`src/rtl/cam_reg_if.sv`:
```
// Table-ROM read port and register-write handshake between the init sequencer
// (master) and the ROM / SCCB master side (slave).
interface cam_reg_if #(
   parameter int ADDR_W = 8,
   parameter int DATA_W = 8,
   parameter int IDX_W  = 8
);
   logic [IDX_W-1:0]         tbl_idx;
   logic [ADDR_W+DATA_W-1:0] tbl_data;
   logic                     wr_vld;
   logic [ADDR_W-1:0]        wr_addr;
   logic [DATA_W-1:0]        wr_data;
   logic                     wr_ack;
   logic                     wr_nack;

   modport master (
      output tbl_idx, wr_vld, wr_addr, wr_data,
      input  tbl_data, wr_ack, wr_nack
   );

   modport slave (
      input  tbl_idx, wr_vld, wr_addr, wr_data,
      output tbl_data, wr_ack, wr_nack
   );
endinterface

```
`src/rtl/cam_reg_seq.sv`:
```
// Camera-sensor register-initialisation sequencer: walks a {addr,value} table in a
// synchronous ROM and issues one register write per entry, with delays and NACK retry.
module cam_reg_seq #(
   parameter int                ADDR_W     = 8,
   parameter int                DATA_W     = 8,
   parameter int                NUM_REGS   = 165,
   parameter int                IDX_W      = 8,
   parameter int                CLK_KHZ    = 25000,
   parameter int                STARTUP_MS = 0,
   parameter logic [ADDR_W-1:0] DELAY_KEY  = '1,
   parameter int                MAX_RETRY  = 3
) (
   input  logic             clk,
   input  logic             rst_n,
   input  logic             start,
   cam_reg_if.master        bus,
   output logic             busy,
   output logic             done,
   output logic             error,
   output logic [IDX_W-1:0] err_idx
);
   localparam int SU_W    = $clog2(STARTUP_MS + 1);
   localparam int MS_W    = (SU_W > DATA_W) ? SU_W : DATA_W;
   localparam int PRE_W   = (CLK_KHZ > 1) ? $clog2(CLK_KHZ) : 1;
   localparam int RETRY_W = (MAX_RETRY > 0) ? $clog2(MAX_RETRY + 1) : 1;

   typedef enum logic [3:0] {
      S_IDLE, S_WAIT_START, S_FETCH, S_LATCH, S_SEND,
      S_WAIT_ACK, S_DELAY, S_DONE, S_ERROR
   } state_t;

   state_t             state, state_d;
   logic [IDX_W-1:0]   idx;
   logic [RETRY_W-1:0] retry_cnt;
   logic [MS_W-1:0]    ms_left;
   logic [PRE_W-1:0]   pre_cnt;

   logic              launch, advance, do_retry, do_fail;
   logic              pre_wrap, timer_end, last_entry, is_delay;
   logic [ADDR_W-1:0] ent_addr;
   logic [DATA_W-1:0] ent_val;

   assign ent_addr   = bus.tbl_data[ADDR_W+DATA_W-1 -: ADDR_W];
   assign ent_val    = bus.tbl_data[DATA_W-1:0];
   assign is_delay   = (ent_addr == DELAY_KEY);
   assign last_entry = (idx == IDX_W'(NUM_REGS - 1));
   assign pre_wrap   = (pre_cnt == PRE_W'(CLK_KHZ - 1));
   // A zero-length wait ends on its first cycle; otherwise on the last prescaler tick of the last ms.
   assign timer_end  = (ms_left == '0) || (pre_wrap && (ms_left == MS_W'(1)));
   assign bus.tbl_idx = idx;

   always_ff @(posedge clk or negedge rst_n) begin
      if (!rst_n) state <= S_IDLE;
      else        state <= state_d;
   end

   always_comb begin
      state_d  = state;
      launch   = 1'b0;
      advance  = 1'b0;
      do_retry = 1'b0;
      do_fail  = 1'b0;
      case (state)
         S_IDLE, S_DONE, S_ERROR: begin
            if (start) begin
               launch  = 1'b1;
               state_d = (STARTUP_MS > 0) ? S_WAIT_START : S_FETCH;
            end
         end
         S_WAIT_START: if (timer_end) state_d = S_FETCH;
         S_FETCH:      state_d = S_LATCH;
         S_LATCH:      state_d = is_delay ? S_DELAY : S_SEND;
         S_SEND:       state_d = S_WAIT_ACK;
         S_WAIT_ACK: begin
            // nack takes priority over a coincident ack
            if (bus.wr_nack) begin
               if (int'(retry_cnt) < MAX_RETRY) begin
                  do_retry = 1'b1;
                  state_d  = S_SEND;
               end else begin
                  do_fail = 1'b1;
                  state_d = S_ERROR;
               end
            end else if (bus.wr_ack) begin
               advance = 1'b1;
            end
         end
         S_DELAY: if (timer_end) advance = 1'b1;
         default: state_d = S_IDLE;
      endcase
      if (advance) state_d = last_entry ? S_DONE : S_FETCH;
   end

   always_ff @(posedge clk or negedge rst_n) begin
      if (!rst_n) begin
         busy        <= 1'b0;
         done        <= 1'b0;
         error       <= 1'b0;
         err_idx     <= '0;
         idx         <= '0;
         retry_cnt   <= '0;
         ms_left     <= '0;
         pre_cnt     <= '0;
         bus.wr_vld  <= 1'b0;
         bus.wr_addr <= '0;
         bus.wr_data <= '0;
      end else begin
         if (launch) begin
            busy      <= 1'b1;
            done      <= 1'b0;
            error     <= 1'b0;
            err_idx   <= '0;
            idx       <= '0;
            retry_cnt <= '0;
            ms_left   <= MS_W'(STARTUP_MS);
            pre_cnt   <= '0;
         end
         if (state == S_WAIT_START || state == S_DELAY) begin
            if (pre_wrap) begin
               pre_cnt <= '0;
               if (ms_left != '0) ms_left <= ms_left - MS_W'(1);
            end else begin
               pre_cnt <= pre_cnt + PRE_W'(1);
            end
         end
         if (state == S_LATCH) begin
            bus.wr_addr <= ent_addr;
            bus.wr_data <= ent_val;
            ms_left     <= MS_W'(ent_val);
            pre_cnt     <= '0;
         end
         if (state == S_SEND) bus.wr_vld <= 1'b1;
         if (state == S_WAIT_ACK && (do_retry || do_fail || advance)) bus.wr_vld <= 1'b0;
         if (do_retry) retry_cnt <= retry_cnt + RETRY_W'(1);
         if (do_fail) begin
            error   <= 1'b1;
            busy    <= 1'b0;
            err_idx <= idx;
         end
         if (advance) begin
            if (last_entry) begin
               done <= 1'b1;
               busy <= 1'b0;
            end else begin
               idx       <= idx + IDX_W'(1);
               retry_cnt <= '0;
            end
         end
      end
   end
endmodule
```
`src/flat_wrapper.sv`:
```
// flat-port wrapper written by rule: the top's interface ports become plain ports
module cam_reg_seq_flat 
#(
   parameter int                ADDR_W     = 8,
   parameter int                DATA_W     = 8,
   parameter int                NUM_REGS   = 165,
   parameter int                IDX_W      = 8,
   parameter int                CLK_KHZ    = 25000,
   parameter int                STARTUP_MS = 0,
   parameter logic [ADDR_W-1:0] DELAY_KEY  = '1,
   parameter int                MAX_RETRY  = 3
)
  (clk, rst_n, start, busy, done, error, err_idx, bus_tbl_idx, bus_wr_vld, bus_wr_addr, bus_wr_data, bus_tbl_data, bus_wr_ack, bus_wr_nack);
  cam_reg_if #(.ADDR_W(ADDR_W), .DATA_W(DATA_W), .IDX_W(IDX_W)) bus_i ();
  input  logic clk;
  input  logic rst_n;
  input  logic start;
  output logic busy;
  output logic done;
  output logic error;
  output logic [IDX_W-1:0] err_idx;
  output wire logic [$bits(bus_i.tbl_idx)-1:0] bus_tbl_idx;
  output wire logic [$bits(bus_i.wr_vld)-1:0] bus_wr_vld;
  output wire logic [$bits(bus_i.wr_addr)-1:0] bus_wr_addr;
  output wire logic [$bits(bus_i.wr_data)-1:0] bus_wr_data;
  input wire logic [$bits(bus_i.tbl_data)-1:0] bus_tbl_data;
  input wire logic [$bits(bus_i.wr_ack)-1:0] bus_wr_ack;
  input wire logic [$bits(bus_i.wr_nack)-1:0] bus_wr_nack;
  assign bus_tbl_idx = bus_i.tbl_idx;
  assign bus_wr_vld = bus_i.wr_vld;
  assign bus_wr_addr = bus_i.wr_addr;
  assign bus_wr_data = bus_i.wr_data;
  assign bus_i.tbl_data = bus_tbl_data;
  assign bus_i.wr_ack = bus_wr_ack;
  assign bus_i.wr_nack = bus_wr_nack;
  cam_reg_seq #(.ADDR_W(ADDR_W), .DATA_W(DATA_W), .NUM_REGS(NUM_REGS), .IDX_W(IDX_W), .CLK_KHZ(CLK_KHZ), .STARTUP_MS(STARTUP_MS), .DELAY_KEY(DELAY_KEY), .MAX_RETRY(MAX_RETRY)) u_core (.clk(clk), .rst_n(rst_n), .start(start), .bus(bus_i), .busy(busy), .done(done), .error(error), .err_idx(err_idx));
endmodule
```
`config.mk`:
```
export PLATFORM = sky130hd
export DESIGN_NAME = cam_reg_seq_flat
export DESIGN_NICKNAME = d
export VERILOG_FILES = /design/src/rtl/cam_reg_if.sv /design/src/rtl/cam_reg_seq.sv /design/src/flat_wrapper.sv
export SDC_FILE = /design/constraint.sdc
export NUM_CORES = 1
export LEC_CHECK = 0
export CAP_MARGIN = 40
export CORE_MARGIN = 5
export CORE_UTILIZATION = 29
export DETAILED_ROUTE_END_ITERATION = 7
export SYNTH_ARGS = -nofsm -noshare
export SYNTH_HDL_FRONTEND = slang
export SYNTH_SLANG_ARGS = --single-unit
export TNS_END_PERCENT = 1
```
`constraint.sdc`:
```
create_clock -name clk -period 5.3 [get_ports clk]
set_clock_uncertainty 0.15 [all_clocks]
set_input_delay 0.795 -clock clk [delete_from_list [all_inputs] [get_ports clk]]
set_output_delay 0.795 -clock clk [all_outputs]
set_load 0.05 [all_outputs]
```
# [Yosys cells after proc, flatten, opt, wreduce, memory -nomap -nowiden]
# Cells that the tools add are included.
[word_totals] reg_bits=65 input_bits=21 output_inout_bits=36 wordCells=96
[classes] addsub=4 order_cmp=1 eq_ne=16 mux=49 n_reduce_logical=14
[op_table] cell="$mux W8" n=10
[op_table] cell="$mux W15" n=4
[op_table] cell="$pmux W4 S7" n=1
[op_table] cell="$mux W1" n=22
[op_table] cell="$mux W4" n=5
[op_table] cell="$eq A4 B3 Y1 const B" n=4
[op_table] cell="$eq A8 B8 Y1 const B" n=2
[op_table] cell="$add A15 B1 Y15 const B" n=1
[op_table] cell="$eq A15 B15 Y1 const B" n=1
[op_table] cell="$mux W2" n=5
[op_table] cell="$add A8 B1 Y8 const B" n=1
[op_table] cell="$eq A4 B2 Y1 const B" n=2
[op_table] cell="$eq A8 B1 Y1 const B" n=1
[op_table] cell="$logic_not A8 Y1" n=1
[op_table] cell="$reduce_bool A8 Y1" n=1
[op_table] cell="$sub A8 B1 Y8 const B" n=1
[op_table] cell="$ne A3 B2 Y1 const B" n=2
[op_table] cell="$eq A4 B1 Y1 const B" n=1
[op_table] cell="$eq A4 B4 Y1 const B" n=1
[op_table] cell="$logic_not A4 Y1" n=1
[op_table] cell="$logic_or A1 B1 Y1" n=4
[op_table] cell="$reduce_and A4 Y1" n=1
[op_table] cell="$reduce_bool A2 Y1" n=2
[op_table] cell="$mux W3" n=1
[op_table] cell="8 further kinds" n=9

# [Longest topological paths before layout]
[logic_depth] word_depth=8 depth_mapped=7

# [Worst setup path before layout]
# Ideal clock, no wire load.
[synth_path] kind="register to register" from="register u_core.ms_left[2]" to="register u_core.ms_left[7]" setup_time_ps=70 t_arrival_ps=1845 slack_ps=3236 path_stages_with_launch=6 path_cell_list="dfrtp_1 > or3_4 > or2_4 > or4_1 > or3_1 > nand3_1"
[synth_between] elab_chain_cells=5 elab_cells_between_ends=6 classes_between="1 x add/sub; 4 x mux; 1 x reduce/logical"
[synth_rtl] item="start, declared" line_no="cam_reg_seq.sv:35" source="logic [MS_W-1:0] ms_left;"
[synth_rtl] item="start signal, assigned" line_no="cam_reg_seq.sv:115" source="ms_left <= MS_W'(STARTUP_MS);"
[synth_rtl] item="start signal, assigned" line_no="cam_reg_seq.sv:121" source="if (ms_left != '0) ms_left <= ms_left - MS_W'(1);"
[synth_rtl] item="start signal, assigned" line_no="cam_reg_seq.sv:129" source="ms_left <= MS_W'(ent_val);"
[synth_rtl] item="$sub A8 B1 Y8 / $reduce_bool A8 Y1 (equally long branches)" line_no="cam_reg_seq.sv:121"
[synth_rtl] item="$mux W8 *" line_no="cam_reg_seq.sv:121"
[synth_rtl] item="$mux W8 *" line_no="cam_reg_seq.sv:119" source="if (pre_wrap) begin"
[synth_rtl] item="$mux W8 *" line_no="cam_reg_seq.sv:118" source="if (state == S_WAIT_START || state == S_DELAY) begin"
[synth_rtl] item="$mux W8 *" line_no="cam_reg_seq.sv:126" source="if (state == S_LATCH) begin"
# Mark *: on every way between the ends. The rest lies on a longest branch, timed or not.
# A chain may end at the register's enable or synchronous reset.

# [Worst setup path after layout]
[layout_path] from="input start" to="register u_core.pre_cnt[10]"
[layout_between] elab_chain_cells=3
[layout_rtl] item="start, declared" line_no="flat_wrapper.sv:17" source="input logic start;"
[layout_rtl] item="$mux W1" line_no="cam_reg_seq.sv:65" source="if (start) begin"
[layout_rtl] item="$mux W1" line_no="cam_reg_seq.sv:63" source="case (state)"
[layout_rtl] item="$reduce_bool A3 Y1 (no source line)"
[layout_rtl] item="end signal, assigned" line_no="cam_reg_seq.sv:123" source="pre_cnt <= pre_cnt + PRE_W'(1);"
[layout_rtl] item="end, declared" line_no="cam_reg_seq.sv:36" source="logic [PRE_W-1:0] pre_cnt;"
# Every way passes these cells.

==> results.tsv <==
metric	value	unit
worst relative slew slack	35.1	%
largest net degree at the start of global routing	66	
Worst Path Required	5330	ps
Total Nets Final	458	
status	finished, final reports clean	
clock root buffer	clkbuf_16	
row count	39	
CP max FO	12	
synthesized area per cell	9.14	um^2
flop2flop setup slack	2600	ps
net switching power	0.999	mW
Leak	1.90	nW
dpl ws	2040	ps
Num CTS Buffers	9	
PortBufs	56	
Worst setup EP type	flop	
cts hold-fix bufs	0	
DP HPWL	5940	um
initial antenna violation count	0	
clk sink count	65	
cell internal pwr	1.29	mW
yosys warns	0	
Initial Utilization	29.9	%
post-synthesis cell type count	58	
Tcrit/Tclk final	54.3	%
top cells by area, synth	dfrtp_1 47%, nand2_1 9.4%, nand3_1 3.3%	
RSZ-0062 raised after global routing	no	
# IOs	57	
GP Congestion	0.832	
share of cells above drive strength 1	8.03	%
global-route wire length before repair	14200	um
via-per-instance ratio	5.01	
Power, Total	2.29	mW
CTS H-tree depth	3	
Cells after Synth	376	
CP Data Arrival Time	2910	ps
Critical Path Start Type	primary input	
worst-margin pin slew	969	ps
clk_lat worst skew	320	ps
Reg power frac	33.2	%
count leader, synth	nand2_1	
grt total ovfl	0	
drc violations	0	
Synth area leader	dfrtp_1	
DRT Wirelength	8230	um
area share of the largest cell type after synthesis	47.3	%
DRT antenna net count	0	
Max Buffers Root-to-Sink	2	
clock-pin slew on the worst setup and hold paths	50	ps
Main synth FF type	dfrtp_1	
Setup-failing EPs final	0	
via count	2898	
Clk pwr share	22.7	%
Chip Width	119	um
fin. max-slew vios	0	
WL/cell	14.2	um
syn nets	403	
initial DRC count	171	
Mapped Area	0.00344	mm^2
register area share after synthesis	47.3	%
area growth from synthesis to layout	28.3	%
Logic pwr share	44.2	%
Post-synth EDFFs	0	
# diodes	0	
GRT Overall Usage	12.1	%
Final min period	2880	ps
setup TNS	0	ps
core area	0.0115	mm^2
Hold Violations, Final	0	
power density over cell area	519	mW/mm^2
postcts setup bufs	0	
maximum vdd drop	0.000189	V
Max Cap Viol	0	
Die ar.	0.0141	mm^2
cts repair resizes	0	
final worst setup slack	2420	ps
switch share	43.6	%
Peak Freq	347	MHz
top cells by count, synth	86 x nand2_1, 65 x dfrtp_1, 27 x nor2_1	
worst hold path type	flop to flop	
Crit Path Category	primary input to flop	
fraction of registers with async set/reset	100	%
vias in the first global route	2891	
die span in y	119	um
#FFs+latches synth	65	
CTS tree	yes	
detailed-router iteration count before antenna repair	4	
==> metal layers <==
| metal | share of wire [%] | GRT usage, % | up-vias |
|---|---|---|---|
| li1 | - | - | 1455 |
| met4 | 1.0 | 3.69 | 0 |
| met2 | 47 | 20.1 | 48 |
| met3 | 5.2 | 3.74 | 7 |
| met5 | 0 | 0 | - |
| met1 | 46 | 15.3 | 1388 |
==> sequential cells by signal, indices dropped and copies added (netlist names) <==
register,flops
u_core.retry_cnt,2
u_core.pre_cnt,15
u_core.done,1
u_core.busy,1
u_core.err_idx,8
u_core.bus.tbl_idx,8
u_core.error,1
u_core.ms_left,8
u_core.bus.wr_vld,1
u_core.bus.wr_addr,8
u_core.bus.wr_data,8
u_core.state,4
==> layout by cell type, fill, tap and decap left out, drive strengths merged, types with 4 or more instances in the layout <==
master	netlist	routed
buf	3	5
nand3	24	24
clkinv	0	4
nand4	13	13
a21oi	14	14
and2	4	4
nand2	86	86
nor3	4	4
and3	5	5
inv	7	7
o21ai	15	15
or3	7	7
clkbuf	13	10
clkdlybuf4s50	0	55
nor2b	4	4
nand3b	4	4
ha	6	6
dfrtp	65	65
or4	4	4
a31oi	7	7
xnor2	11	11
mux2i	6	6
nor2	27	27
==> layout make-up <==
type | instances | area (um^2)
Clock buffer | 10 | 229
Clock inverter | 6 | 35.0
Fill cell | 1162 | 7100
Inverter | 7 | 26.3
Multi-Input combinational cell | 288 | 1710
Sequential cell | 65 | 1630
Tap cell | 143 | 179
Timing Repair Buffer | 60 | 606
==> power by group through the flow <==
stage,Clock (mW),Combinational [mW],Sequential [mW]
detailed placement,0,1.03,0.766
global placement,0,1.00,0.760
CTS,0.536,1.03,0.759
global route,0.557,1.11,0.785
finish,0.519,1.01,0.760
floorplan,0,0.519,0.962
==> metrics by stage <==
stage                     cell area, um^2  hold slack, ps  std cells  util [%]
after floorplan                      3440             336        376         -
after global placement               4120             308        562      35.8
after detailed placement             4150             312        563      36.0
after CTS                            4410             326        579      38.3
after global routing                 4410             352        579      38.3
final                                4410             319        579      38.3
==> cell families (layout without fill, tap and decap cells) <==
family / after synthesis / in the layout / synth area share, %
compound gates: 59 / 59 / 11.7
xor+xnor: 12 / 12 / 3.06
fa+ha+maj: 6 / 6 / 2.18
buf+inv: 23 / 83 / 2.91
flops: 65 / 65 / 47.3
mux: 9 / 9 / 2.73
simple gates: 202 / 202 / 30.1
==> path summary, 6_finish.rpt <==
kind                                  startpoint               endpoint  cells past startpoint
setup / recovery                           start     u_core.pre_cnt[10]                      6
setup reg to reg                 u_core.state[1]     u_core.pre_cnt[10]                      5
hold reg to reg            u_core.bus.wr_addr[5]  u_core.bus.wr_addr[5]                      2
hold / removal             u_core.bus.wr_addr[5]  u_core.bus.wr_addr[5]                      2
min in group asynchronous                  rst_n  u_core.bus.tbl_idx[6]                      3
max in group asynchronous                  rst_n      u_core.ms_left[3]                      3
==> critical path, stage by stage <==
cell and delay, ps:
clkdlybuf4s50_1 610, mux2_2 200, nand3b_1 340, and2_1 330, nor2_1 510, nor2_1 120
No activity file was read; power rests on OpenSTA's default activity.
